===== src/rtl/core_defines_pkg.sv =====
// Shared core constants for the fetch, decode and execute stages.
//   RESET_ADDR : PC value loaded by reset
//   NOP_INST   : bubble instruction (addi x0,x0,0)
//   ADDR_W     : address/PC width
//   INST_W     : instruction width
//   PC_INC     : sequential fetch stride in bytes
package core_defines;
  localparam int          ADDR_W     = 32;
  localparam int          INST_W     = 32;
  localparam logic [31:0] RESET_ADDR = 32'h0000_0000;
  localparam logic [31:0] NOP_INST   = 32'h0000_0013;
  localparam int          PC_INC     = 4;
endpackage


===== src/rtl/pc_reg.sv =====
// Program counter register.
//   clk       : clock, rising edge
//   rst       : synchronous active-high reset, loads RST_VAL
//   hold      : freeze the PC
//   jump_en   : redirect; overrides hold
//   jump_addr : redirect target; low two bits are dropped so the PC stays word aligned
//   pc        : current PC
module pc_reg
  import core_defines::*;
#(
  parameter int             AW      = 32,
  parameter logic [AW-1:0]  RST_VAL = '0
) (
  input  logic          clk,
  input  logic          rst,
  input  logic          hold,
  input  logic          jump_en,
  input  logic [AW-1:0] jump_addr,
  output logic [AW-1:0] pc
);

  always_ff @(posedge clk) begin
    if (rst)
      pc <= RST_VAL;
    else if (jump_en)
      pc <= {jump_addr[AW-1:2], 2'b00};
    else if (!hold)
      pc <= pc + AW'(PC_INC);  // wraps modulo 2^AW
  end

endmodule


===== src/rtl/inst_fetch.sv =====
// Instruction fetch stage: owns the PC, addresses the combinational ROM and
// captures the returned word into the IF/ID register.
//   clk, rst        : clock and synchronous active-high reset
//   inst_addr_o     : fetch address (the PC itself, no extra register)
//   inst_i          : ROM word for inst_addr_o, same cycle
//   hold_i          : downstream stall, freezes PC, IF/ID and counter
//   jump_en_i       : redirect from execute (wins over hold)
//   jump_addr_i     : redirect target
//   if_inst_o       : IF/ID instruction
//   if_inst_addr_o  : IF/ID instruction address
//   if_valid_o      : IF/ID holds a real instruction
//   misalign_o      : one-cycle pulse when the last jump target was not word aligned
//   fetch_cnt_o     : number of instructions captured into IF/ID
module inst_fetch #(
  parameter logic [31:0] RESET_ADDR = core_defines::RESET_ADDR,
  parameter logic [31:0] NOP_INST   = core_defines::NOP_INST,
  parameter int          ADDR_W     = core_defines::ADDR_W,
  parameter int          INST_W     = core_defines::INST_W
) (
  input  logic              clk,
  input  logic              rst,
  output logic [ADDR_W-1:0] inst_addr_o,
  input  logic [INST_W-1:0] inst_i,
  input  logic              hold_i,
  input  logic              jump_en_i,
  input  logic [ADDR_W-1:0] jump_addr_i,
  output logic [INST_W-1:0] if_inst_o,
  output logic [ADDR_W-1:0] if_inst_addr_o,
  output logic              if_valid_o,
  output logic              misalign_o,
  output logic [31:0]       fetch_cnt_o
);

  logic [ADDR_W-1:0] pc_q;

  pc_reg #(
    .AW      (ADDR_W),
    .RST_VAL (ADDR_W'(RESET_ADDR))
  ) u_pc_reg (
    .clk       (clk),
    .rst       (rst),
    .hold      (hold_i),
    .jump_en   (jump_en_i),
    .jump_addr (jump_addr_i),
    .pc        (pc_q)
  );

  assign inst_addr_o = pc_q;

  // IF/ID register. A jump squashes the word fetched this cycle since it
  // came from the wrong path.
  always_ff @(posedge clk) begin
    if (rst) begin
      if_inst_o      <= INST_W'(NOP_INST);
      if_inst_addr_o <= '0;
      if_valid_o     <= 1'b0;
    end else if (jump_en_i) begin
      if_inst_o      <= INST_W'(NOP_INST);
      if_inst_addr_o <= '0;
      if_valid_o     <= 1'b0;
    end else if (!hold_i) begin
      if_inst_o      <= inst_i;
      if_inst_addr_o <= pc_q;
      if_valid_o     <= 1'b1;
    end
  end

  // Misalign flag is re-evaluated on every jump edge and cleared otherwise.
  always_ff @(posedge clk) begin
    if (rst)
      misalign_o <= 1'b0;
    else if (jump_en_i)
      misalign_o <= (jump_addr_i[1:0] != 2'b00);
    else
      misalign_o <= 1'b0;
  end

  always_ff @(posedge clk) begin
    if (rst)
      fetch_cnt_o <= '0;
    else if (!jump_en_i && !hold_i)
      fetch_cnt_o <= fetch_cnt_o + 32'd1;
  end

endmodule


===== config.mk =====
export PLATFORM = sky130hd
export DESIGN_NAME = inst_fetch
export DESIGN_NICKNAME = d
export VERILOG_FILES = /design/src/rtl/core_defines_pkg.sv /design/src/rtl/pc_reg.sv /design/src/rtl/inst_fetch.sv
export SDC_FILE = /design/constraint.sdc
export NUM_CORES = 1
export LEC_CHECK = 0
export ABC_AREA = 1
export ABC_CLOCK_PERIOD_IN_PS = 1400
export BUFFER_PORTS_ARGS = -buffer_cell sky130_fd_sc_hd__buf_2
export CAP_MARGIN = 20
export CORE_MARGIN = 4
export CORE_UTILIZATION = 46
export CTS_CLUSTER_DIAMETER = 120
export DETAILED_ROUTE_END_ITERATION = 8
export GPL_ROUTABILITY_DRIVEN = 0
export GPL_TIMING_DRIVEN = 0
export PLACE_DENSITY = 0.76
export SYNTH_ARGS = -nofsm -noshare
export SYNTH_HDL_FRONTEND = slang
export SYNTH_HIERARCHICAL = 1
export SYNTH_SLANG_ARGS = --single-unit

===== constraint.sdc =====
create_clock -name clk -period 1.4 [get_ports clk]
set_input_delay 0.28 -clock clk [delete_from_list [all_inputs] [get_ports clk]]
set_output_delay 0.28 -clock clk [all_outputs]
set_load 0.1 [all_outputs]

==> After elaboration in Yosys (flattened, before gate mapping) <==
Index checks and enable logic that the tools add are counted.
{ "word_totals": {"reg_bits": 130, "input_bits": 68, "output_inout_bits": 130, "elab_cells": 19} }
{ "classes": {"n_addsub": 2, "eq_ne": 1, "mux": 2, "n_bitwise": 1, "reduce_logical": 6} }
{ "op_table": {"columns": ["operator", "n"], "rows": [
  ["two-way mux 32 bit", 2],
  ["adder 32 x 1 -> 32 bit, second input constant", 1],
  ["adder 32 x 3 -> 32 bit, second input constant", 1],
  ["OR reduction 2 bit", 2],
  ["logical NOT 1 bit", 2],
  ["!= test 2 x 1 -> 1 bit, second input constant", 1],
  ["nonzero test 2 bit", 1],
  ["logical AND 1 bit", 1],
  ["NOT 1 bit", 1]
]} }

==> Longest topological paths before layout <==
Gate-level depths: netlist of the first run.
{ "logic_depth": {"depth_word": 3, "ltp_mapped": 10, "mapped_depth_nobuf": 10} }

==> By module <==
Netlist of the first run, hierarchy kept.
{ "by_module_without_submodules": {"columns": ["module", "instances", "cells_each", "area_each_um2", "seq_area_each_um2"], "rows": [
  ["inst_fetch", 1, 570, 4071.4, 1961.9],
  ["pc_reg", 1, 369, 2177.1, 600.6]
]} }

==> Least setup slack after synthesis of the first run <==
Ideal clock, no wire load.
{ "synth_path": {"path_kind": "reg2reg", "from": "register u_pc_reg.pc[2]", "to": "register u_pc_reg.pc[26]", "setup_ps": 132, "arrival_ps": 2059, "required_ps": 1268, "path_slack_ps": -791, "path_stages_with_launch": 9, "n_path_buf": 0, "synth_period_minus_slack_ps": 2191, "path_cell_list": "dfxtp_1 > ha_1 > nand2_2 > nor2_4 > nand2_1 > nor2_2 > nand3_1 > nand3_1 > a21oi_1"} }
{ "synth_via": {"elab_chain_cells": 3} }
{ "synth_lines": {"columns": ["item", "line", "source"], "rows": [
  ["from (decl)", "pc_reg.sv:19", "output logic [AW-1:0] pc"],
  ["from (signal assigned)", "pc_reg.sv:26", "pc <= {jump_addr[AW-1:2], 2'b00};"],
  ["from (signal assigned)", "pc_reg.sv:28", "pc <= pc + AW'(PC_INC);"],
  ["adder 32 x 3 -> 32 bit", "pc_reg.sv:28", null],
  ["two-way mux 32 bit", "pc_reg.sv:27", "else if (!hold)"],
  ["two-way mux 32 bit", "pc_reg.sv:25", "else if (jump_en)"]
]} }
No other way between the ends. The select of a mux whose other input is x is not followed.
A chain may end at the register's enable or synchronous reset.

==> Worst setup path after layout of the first run <==
{ "layout_path": {"from": "register fetch_cnt_o[0]", "to": "register fetch_cnt_o[28]"} }
{ "layout_via": {"elab_chain_cells": 1} }
{ "layout_lines": {"columns": ["item", "line", "source"], "rows": [
  ["from (decl)", "inst_fetch.sv:31", "output logic [31:0] fetch_cnt_o"],
  ["from (signal assigned)", "inst_fetch.sv:82", "fetch_cnt_o <= fetch_cnt_o + 32'd1;"],
  ["adder 32 x 1 -> 32 bit", "inst_fetch.sv:82", null]
]} }
No other way between the ends.

==> results.ini, run 1 <==
[critical_path]
crit_end = fetch_cnt_o[28]
crit_required_ns = 1.70
crit_type = flip-flop to flip-flop
path_cells = ha_4 -> nand2_4 -> nor2_4 -> buf_6 -> nand3_4 -> nor2_4 -> nand2_1 -> o21ai_1 -> nor2_1
cp.buffers_inverters = 1
startpoint = fetch_cnt_o[0]
path_max_fanout = 4
r2r_slack_ns = -0.06
arrival_ns = 1.76
slowest_delay_ns = 0.37
start_kind = flip-flop
r2r-end = fetch_cnt_o[28]
reg2reg_from = fetch_cnt_o[0]
worst_path_max_delay_cell = dfxtp_4
crit_path_frequent_cell = nor2_4
path_delay_family = simple AND/OR/NAND/NOR gates
reg2reg_depth = 9
cp.depth = 9
end_kind = flip-flop

[layout]
drive_above_1_share = 0.3486
final_cells = 1355
post-route-util = 0.6746
finalNetCount = 1236
fill_cells = 1104
top_regs = fetch_cnt_o: 32 flops, if_inst_addr_o: 32 flops, if_inst_o: 32 flops
n_antenna_cell = 0
multi_input_area_mm2 = 0.003426
regArea_mm2 = 0.002774
layout-area-overhead-vs-synth_pct = 43.53

[place]
numPlacedInstances = 1310
hpwl_um = 14100
io_buffers = 194
dp_slack_ns = -0.2947

[synthesis]
synth_cells = 939
synth_top_area_frac = 0.4101
synth_top_cell_by_area = dfxtp_1
synth_cell_types = 33
syn_avg_cell_area_um2 = 6.654
ys_top_cells_by_count = 305 x nand2_1, 128 x dfxtp_1, 97 x a21oi_1
synth-main-ff-cell = dfxtp_1
ys_seq_elements = 128
yosys_warnings = 6
yosysMostFrequentCell = nand2_1
ys_seq_area_frac = 0.4101
synth-edff-count = 0
synth.area.top_cells = dfxtp_1 41%, nand2_1 18%, a21oi_1 7.8%, inv_1 5.6%, nand3_1 5.0%
async_reset_ff_frac = 0
netlist_area_mm2 = 0.006248

[detailed_routing]
first_pass_iters = 5
avgRoutedWirePerCell_um = 14.60
drt_iter0_drc = 521
wl_um = 19780
ant_nets = 0
drc_errors = 0
via_count = 6915
viasPerCell = 5.103

[global_route]
gr-total-overflow = 0
antenna_found_initial = 0
grtUsageTotal = 0.2426
grt_pass1_wl_um = 31220
grt_max_degree = 17
grt_pass1_vias = 6530

[timing]
setup_viol = 11
fin_setup_tns_ns = -0.3393
period_minus_slack_ns = 1.461
worst_slack_ns = -0.06071
finalMaxSlewViolations = 0
max_clock_freq_mhz = 684.6
clock_skew_ns = 0.006710
report.final.hold_viol_count = 0
slew_headroom = 0.5141
rsz0062_at_grt = yes
tightest_slew_ns = 0.7288
period_share = 1.043

[power_and_ir_drop]
p_leak_nw = 3.812
ir_drop_mv = 0.7721
fin_total_pwr_mw = 9.426
powerDensity_mw_per_mm2 = 1051

[clocking]
cts.sinks = 128
clock-root-buffer = clkbuf_16
cts_tree = built
clk_pin_slew_ns = 0.05
clock_path_buffers = 2
numCtsBuffers = 17
htree_levels = 4
insertion_delay_ns = 0.41

[die]
row_count = 42
die_area_mm2 = 0.01551
start_util = 0.4700
core_area_mm2 = 0.01330
die_w_um = 124.6
io_pins = 198
die_y_um = 124.6

[status]
violations = setup timing
outcome = finished, violations left

[hold_path]
min_path_type = input pin to flip-flop

[job]
drv_cap = 0

-- kinds of logic (layout without fill, tap and decap cells) --
| group | Yosys count | count (layout) | share of synthesized area |
|---|---|---|---|
| compound gates | 149 | 149 | 0.1221 |
| flops | 128 | 128 | 0.4101 |
| buf+inv | 136 | 375 | 0.08570 |
| fa+ha+maj | 2 | 2 | 0.004004 |
| simple gates | 516 | 516 | 0.3676 |
| other cells | 1 | 2 | 0.0006001 |
| xor+xnor | 7 | 7 | 0.009812 |
-- how the worst min path moves through the flow --
| stage | from | end | slack (ns) | depth (start not counted) |
|---|---|---|---|---|
| after detailed placement | if_inst_o[1] | if_inst_o[1] | 0.45 | 2 |
| final | inst_i[1] | if_inst_o[1] | 0.08 | 3 |
| after CTS | inst_i[1] | if_inst_o[1] | 0.07 | 3 |
| after global placement | if_inst_o[17] | if_inst_o[17] | 0.44 | 2 |
| after floorplan | inst_i[0] | if_inst_o[0] | 0.39 | 2 |
| after global routing | inst_i[0] | if_inst_o[0] | 0.07 | 3 |
-- worst reg2reg max path, stage by stage (launching register included) --
cell and delay [ns]:
dfxtp_4 0.37, ha_4 0.17, nand2_4 0.06, nor2_4 0.16, buf_6 0.13, nand3_4 0.07
nor2_4 0.13, nand2_1 0.09, o21ai_1 0.12, nor2_1 0.06
-- layout by cell type, fill, tap and decap left out, drive strengths merged --
cell	Yosys	routed
a21oi	97	97
a31oi	6	6
and2	4	4
buf	21	228
bufinv	0	1
clkbuf	14	33
clkinv	0	7
clkinvlp	0	5
conb	1	2
dfxtp	128	128
ha	2	2
inv	101	101
nand2	318	318
nand3	64	64
nand3b	2	2
nand4	6	6
nor2	116	116
nor3	4	4
nor3b	1	1
o211ai	2	2
o21a	2	2
o21ai	42	42
or2	1	1
xnor2	4	4
xor2	3	3
-- area by class of cell --
class,instances,area share
plain buffers,35,0.01758
inverters,101,0.04255
clock inverters,13,0.01088
repair buffers,207,0.1649
clock buffers,19,0.04827
multi-input cells,676,0.3820
flip-flops and latches,128,0.3093
well taps,176,0.02455
-- report_power, final --
| part | internal [mW] | leakage [nW] | switching [mW] | total, mW |
|---|---|---|---|---|
| sequential | 3.69 | 1.08 | 0.140 | 3.83 |
| clock | 2.40 | 0.245 | 1.58 | 3.98 |
| combinational | 0.388 | 2.48 | 1.23 | 1.61 |
| total | 6.48 | 3.81 | 2.95 | 9.43 |
-- timing repair --
action                                  4_1_cts  5_1_grt
endpoints found under the setup margin      140       55
hold buffers                                  0        0
setup buffers                                 3       10
pin swaps                                     4       22
resized for setup                           135       80
-- through the flow --
step	area [um2]	hold WS [ns]
3_3_place_gp	7710	0.4446
2_1_floorplan	6519	0.3932
3_5_place_dp	7710	0.4521
4_1_cts	8607	0.06725
5_1_grt	8969	0.06902
6_report	8969	0.07764
-- per-layer routing --
metal	GRT usage	share of wire
met5	0	0
met3	0.05746	0.062
met4	0.08253	0.026
met1	0.2886	0.40
met2	0.4275	0.51
Power figures use the tool's default switching activity.
==> run 2: changes to the inputs <==
Settings changed: ABC_AREA 1 to unset, CORE_UTILIZATION 46 to 45.
==> results.ini, run 2 <==
[clocking]
cts_tree = built
clock-root-buffer = clkbuf_16
insertion_delay_ns = 0.43  ; +0.02 ns
clk_pin_slew_ns = 0.06  ; about the same
cts.sinks = 128  ; unchanged
htree_levels = 4  ; unchanged
clock_path_buffers = 2  ; unchanged
cts_hold_buf = 0  ; unchanged
numCtsBuffers = 17  ; unchanged

[detailed_routing]
wl_um = 25650  ; +30%
first_pass_iters = 5  ; unchanged
met2_length_um = 12660  ; +25%
avgRoutedWirePerCell_um = 23.17  ; +59%
m1WireLength_um = 8961  ; +13%
via_count = 6700  ; -3.1%
viasPerCell = 6.052  ; +19%
top_layer = met4
drc_errors = 0  ; unchanged
wl_met3_um = 2322  ; +91%
ant_nets = 0  ; unchanged
drt_iter0_drc = 784  ; +50%

[timing]
period_share = 1.463  ; +0.4201
finalMaxSlewViolations = 0  ; unchanged
report.final.hold_viol_count = 0  ; unchanged
setup_viol = 55  ; +44
rsz0062_at_grt = yes
max_clock_freq_mhz = 488.1  ; -29%
hold-worst-slack_ns = 0.08000  ; +0.002359 ns
slew_headroom = 0.4679  ; -0.04617
period_minus_slack_ns = 2.049  ; +0.5881 ns
worst_slack_ns = -0.6488  ; -0.5881 ns
clock_skew_ns = 0.007964  ; +0.001254 ns
tightest_slew_ns = 0.7981  ; +0.06926 ns

[place]
dp_slack_ns = -0.8117  ; -0.5170 ns
numPlacedInstances = 978  ; -25%
hpwl_um = 12780  ; -9.3%
dpl_cell_area_mm2 = 0.007117  ; -7.7%
io_buffers = 194  ; unchanged

[die]
io_pins = 198  ; unchanged
die_area_mm2 = 0.01429  ; -7.9%
row_count = 40  ; -4.8%
die_y_um = 119.5  ; -4.0%
start_util = 0.4622  ; -0.007789
die_w_um = 119.5  ; -4.0%
core_area_mm2 = 0.01211  ; -8.9%

[global_route]
grt_pass1_wl_um = 32840  ; +5.2%
grtUsageTotal = 0.2889  ; +0.04630
grt_max_degree = 17  ; unchanged
antenna_found_initial = 0  ; unchanged
gr-total-overflow = 0  ; unchanged
grt_pass1_vias = 6478  ; -0.80%

[synthesis]
ys_top_cells_by_count = 128 x dfxtp_1, 103 x nor2_1, 65 x mux2i_1
synth.area.top_cells = dfxtp_1 46%, mux2i_1 12%, nor2_1 6.9%, a21oi_1 2.3%, clkbuf_1 1.9%
synth_top_cell_by_area = dfxtp_1
ys_seq_area_frac = 0.4578  ; +0.04766
async_reset_ff_frac = 0  ; unchanged
ys_seq_elements = 128  ; unchanged
synth_top_area_frac = 0.4578  ; +0.04766
yosys_warnings = 6  ; unchanged
syn_avg_cell_area_um2 = 9.102  ; +37%
synth_cell_types = 51  ; +55%
synth-edff-count = 0  ; unchanged
yosysMostFrequentCell = dfxtp_1
synth-main-ff-cell = dfxtp_1
synth_cells = 615  ; -35%
netlist_area_mm2 = 0.005598  ; -10%

[power_and_ir_drop]
fin_total_pwr_mw = 10.36  ; +9.9%
power.share.combinational = 0.197  ; +0.026
pwr-share-seq = 0.374  ; -0.032
internal-power_mw = 7.116  ; +9.9%
sw_frac_of_total = 0.3133  ; +0.0003765
switchingPower_mw = 3.247  ; +10%
ir_drop_mv = 1.033  ; +34%
clockPowerShare = 0.429  ; +0.007
powerDensity_mw_per_mm2 = 1046  ; -0.44%
p_leak_nw = 4.190  ; +9.9%

[critical_path]
start_kind = flip-flop
crit_type = flip-flop to flip-flop
path_cells = nand4_1 -> buf_4 -> buf_6 -> or4b_4 -> buf_4 -> or3_1 -> a21oi_1
slowest_delay_ns = 0.55  ; +0.18 ns
end_kind = flip-flop
path_max_fanout = 4  ; unchanged
worst_path_max_delay_cell = or4b_4
crit_required_ns = 1.74  ; +0.04 ns
arrival_ns = 2.39  ; +0.63 ns
crit_path_frequent_cell = buf_4

[layout]
final_cells = 1107  ; -18%
layout_commonest_cell = buf_4
layout-area-overhead-vs-synth_pct = 76.91
regArea_mm2 = 0.002763  ; -0.41%
finalNetCount = 996  ; -19%
drive_above_1_share = 0.5357  ; +0.1871
top_regs = fetch_cnt_o: 32 flops, if_inst_addr_o: 32 flops, if_inst_o: 32 flops
n_antenna_cell = 0  ; unchanged
fill_cells = 608  ; -45%
fin_area_mm2 = 0.009903  ; +10%
layout_common_cells = 134 x buf_4, 102 x nor2_1, 71 x buf_2
multi_input_area_mm2 = 0.003425  ; about the same

[job]
drv_cap = 0  ; unchanged

[status]
outcome = finished, violations left
violations = setup timing

[hold_path]
min_path_type = input pin to flip-flop

==> run 2: changes by cell type after synthesis, sizes merged, moves of 27 or more <==
cell and delta:
mux2i +65, o21ai -27, nand2 -291, nand3 -52
a21oi -71, inv -83
==> run 2: worst max-delay path, delay by kind of cell (launching register included) <==
| family | cells | cell delay (ns) |
|---|---|---|
| DFF | 1 | 0.35 |
| AOI/OAI and AO/OA | 1 | 0.15 |
| buffers and inverters | 3 | 0.45 |
| and+or+nand+nor | 3 | 1.00 |
==> run 2: per-stage QoR <==
stage,TNS [ns],utilization
2_1_floorplan,-19.24,-
5_1_grt,-22.89,0.8177
6_report,-20.12,0.8177
3_5_place_dp,-66.13,0.5876
4_1_cts,-14.91,0.7399
3_3_place_gp,-62.77,0.5876
==> run 2: power by group through the flow <==
stage / Clock, mW / Sequential [mW] / Combinational [mW]
after floorplan: 0 / 4.74 / 0.396
after global placement: 0 / 3.93 / 1.53
after detailed placement: 0 / 3.94 / 1.56
after CTS: 4.40 / 3.85 / 1.80
after global routing: 4.66 / 3.89 / 2.09
final: 4.45 / 3.88 / 2.04
==> run 2: final timing paths <==
kind / start / end / slack, ns / depth (start not counted)
worst max-delay path: fetch_cnt_o[10] / fetch_cnt_o[14] / -0.65 / 7
worst max register to register: fetch_cnt_o[10] / fetch_cnt_o[14] / -0.65 / 7
worst min-delay path: inst_i[0] / if_inst_o[0] / 0.08 / 3
worst min register to register: if_valid_o / if_valid_o / 0.49 / 2
==> run 2: routing by layer <==
layer,track usage,up-vias
met1,0.3115,3186
met3,0.09048,154
met5,0,-
met4,0.1668,0
met2,0.4986,508
li1,-,2852
==> run 2: repair_timing <==
item | CTS | global route
gates cloned | 3 | 0
endpoints found under the setup margin | 236 | 133
pin swaps | 37 | 47
setup buffers | 61 | 37
gates resized for setup | 249 | 161
==> run 2: cell families (layout without fill, tap and decap cells) <==
family                     Yosys count  after routing  share of synthesized area
and+or+nand+nor                    252            253                     0.2414
DFF                                128            128                     0.4578
AOI/OAI and AO/OA                   88             88                     0.1044
muxes                               66             66                     0.1182
buffers and inverters               57            379                    0.04023
xor gates and xnor gates            21             21                    0.03286
adders and majority gates            2              2                   0.004470
other                                1              2                  0.0006699
==> run 2: final cells by class <==
cell class / instances / area share
Buffer: 36 / 0.02312
Clock buffer: 25 / 0.05660
Clock inverter: 7 / 0.004043
Inverter: 18 / 0.007454
Multi-Input combinational cell: 432 / 0.3458
Sequential cell: 128 / 0.2790
Tap cell: 168 / 0.02123
Timing Repair Buffer: 293 / 0.2628
==> run 3: changes to the inputs <==
Settings changed: RECOVER_POWER set to 100.
==> results.ini, run 3 (synthesis gave the netlist of run 2 again) <==
[clocking]
cts.sinks = 128  ; unchanged
htree_levels = 4  ; unchanged
numCtsBuffers = 17  ; unchanged
insertion_delay_ns = 0.43  ; about the same
cts_hold_buf = 0  ; unchanged
clock-root-buffer = clkbuf_16
clock_path_buffers = 2  ; unchanged
clk_pin_slew_ns = 0.06  ; about the same
cts_tree = built

[critical_path]
crit_type = flip-flop to flip-flop
r2r-end = fetch_cnt_o[14]
r2r_slack_ns = -0.65  ; about the same
worst_path_max_delay_cell = or4b_4
reg2reg_depth = 7  ; unchanged
path_delay_family = simple AND/OR/NAND/NOR gates
cp.buffers_inverters = 3  ; unchanged
end_kind = flip-flop
path_max_fanout = 4  ; unchanged
path_cells = nand4_1 -> buf_4 -> buf_6 -> or4b_4 -> buf_4 -> or3_1 -> a21oi_1
arrival_ns = 2.39  ; about the same
crit_required_ns = 1.74  ; about the same
start_kind = flip-flop
reg2reg_from = fetch_cnt_o[10]
slowest_delay_ns = 0.55  ; about the same
crit_path_frequent_cell = buf_4

[layout]
top_regs = fetch_cnt_o: 32 flops, if_inst_addr_o: 32 flops, if_inst_o: 32 flops
layout-area-overhead-vs-synth_pct = 76.89  ; about the same
layout_commonest_cell = buf_4
drive_above_1_share = 0.5346  ; -0.001065
finalNetCount = 996  ; unchanged
layout_common_cells = 134 x buf_4, 102 x nor2_1, 70 x buf_2
fin_area_mm2 = 0.009902  ; about the same
fill_cells = 608  ; unchanged
n_antenna_cell = 0  ; unchanged

[timing]
report.final.hold_viol_count = 0  ; unchanged
tightest_slew_ns = 0.8130  ; +0.01486 ns
max_clock_freq_mhz = 488.1  ; about the same
period_share = 1.463  ; about the same
slew_headroom = 0.4580  ; -0.009909
worst_slack_ns = -0.6487  ; +0.00007800 ns
finalMaxSlewViolations = 0  ; unchanged
clock_skew_ns = 0.007719  ; -0.0002452 ns
fin_setup_tns_ns = -21.72  ; -1.606 ns
period_minus_slack_ns = 2.049  ; -0.00007800 ns
rsz0062_at_grt = yes
setup_viol = 92  ; +67%

[detailed_routing]
wl_um = 25710  ; +0.21%
drt_iter0_drc = 788  ; +0.51%
drc_errors = 0  ; unchanged
first_pass_iters = 6  ; +1
ant_nets = 0  ; unchanged
via_count = 6762  ; +0.93%
avgRoutedWirePerCell_um = 23.22  ; +0.21%
viasPerCell = 6.108  ; +0.93%

[hold_path]
hold_path_end = if_inst_o[0]
min_delay_path_depth = 3  ; unchanged
min_path_type = input pin to flip-flop
min-delay-start = inst_i[0]

[power_and_ir_drop]
fin_total_pwr_mw = 10.36  ; about the same
internal-power_mw = 7.117  ; about the same
power.share.combinational = 0.197  ; about the same
clockPowerShare = 0.429  ; about the same
powerDensity_mw_per_mm2 = 1047  ; about the same
p_leak_nw = 4.187  ; about the same
sw_frac_of_total = 0.3133  ; about the same
switchingPower_mw = 3.247  ; about the same
ir_drop_mv = 1.031  ; -0.24%
pwr-share-seq = 0.374  ; about the same

[global_route]
grtUsageTotal = 0.2889  ; unchanged
gr-total-overflow = 0  ; unchanged
antenna_found_initial = 0  ; unchanged
grt_pass1_wl_um = 32840  ; unchanged
grt_pass1_vias = 6478  ; unchanged
grt_max_degree = 17  ; unchanged

[die]
start_util = 0.4622  ; unchanged
die_y_um = 119.5  ; unchanged
row_count = 40  ; unchanged
die_area_mm2 = 0.01429  ; unchanged
io_pins = 198  ; unchanged
die_w_um = 119.5  ; unchanged
core_area_mm2 = 0.01211  ; unchanged

[place]
dpl_cell_area_mm2 = 0.007117  ; unchanged
io_buffers = 194  ; unchanged
hpwl_um = 12780  ; unchanged

[job]
drv_cap = 0  ; unchanged

[status]
violations = setup timing
outcome = finished, violations left

-- run 3: cell types whose count changed in the layout (fill, tap and decap cells not counted) --
| cell | delta |
|---|---|
| buf_2 | -1 |
| clkbuf_1 | +1 |
-- run 3: per-layer routing --
| layer | track usage | wire (um) | vias to the layer above |
|---|---|---|---|
| met1 | 0.3115 | 9042 | 3218 |
| li1 | - | - | 2856 |
| met3 | 0.09048 | 2294 | 158 |
| met2 | 0.4986 | 12670 | 530 |
| met4 | 0.1668 | 1701 | 0 |
| met5 | 0 | 0 | - |
-- run 3: how the worst max path moves through the flow --
stage | from | end | slack (ns) | depth (start not counted)
after CTS | u_pc_reg/pc[2] | u_pc_reg/pc[26] | -0.59 | 5
after global placement | u_pc_reg/pc[14] | u_pc_reg/pc[30] | -0.77 | 4
final | fetch_cnt_o[10] | fetch_cnt_o[14] | -0.65 | 7
after global routing | fetch_cnt_o[10] | fetch_cnt_o[14] | -0.72 | 7
after floorplan | u_pc_reg/pc[14] | u_pc_reg/pc[28] | -0.70 | 4
after detailed placement | jump_en_i | fetch_cnt_o[16] | -0.81 | 7
-- run 3: repair_timing --
item                                   CTS  global route
setup endpoints to repair              236           133
buffers inserted                        61            37
endpoints found under the hold margin    0             0
gates cloned                             3             0
resized for setup                      249           161
pin swaps                               37            47
-- run 3: power by group through the flow --
| stage | combinational [mW] | clock, mW | sequential (mW) |
|---|---|---|---|
| after detailed placement | 1.56 | 0 | 3.94 |
| after global routing | 2.09 | 4.66 | 3.89 |
| after floorplan | 0.396 | 0 | 4.74 |
| after CTS | 1.80 | 4.40 | 3.85 |
| final | 2.04 | 4.44 | 3.88 |
| after global placement | 1.53 | 0 | 3.93 |
-- run 3: metrics by stage --
stage	setup WS, ns	hold slack [ns]	cells	utilization
2_1_floorplan	-0.7048	0.3686	616	-
3_3_place_gp	-0.7737	0.4398	978	0.5876
3_5_place_dp	-0.8117	0.4718	978	0.5876
4_1_cts	-0.5929	0.06845	1071	0.7399
5_1_grt	-0.7196	0.07660	1107	0.8176
6_report	-0.6487	0.08029	1107	0.8176
-- run 3: worst register-to-register path, cell delays in order (launching register included) --
cell     delay, ns
dfxtp_4       0.35
nand4_1       0.13
buf_4         0.18
buf_6         0.11
or4b_4        0.55
buf_4         0.16
or3_1         0.32
a21oi_1       0.15
-- run 3: area by class of cell --
| cell class | count | area, um2 | share of cell area |
|---|---|---|---|
| Inverter | 18 | 73.82 | 0.007455 |
| Tap cell | 168 | 210.2 | 0.02123 |
| Multi-Input combinational cell | 432 | 3425 | 0.3458 |
| Buffer | 36 | 229.0 | 0.02312 |
| Clock buffer | 25 | 560.5 | 0.05661 |
| Clock inverter | 7 | 40.04 | 0.004043 |
| Timing Repair Buffer | 293 | 2601 | 0.2627 |
| Sequential cell | 128 | 2763 | 0.2790 |
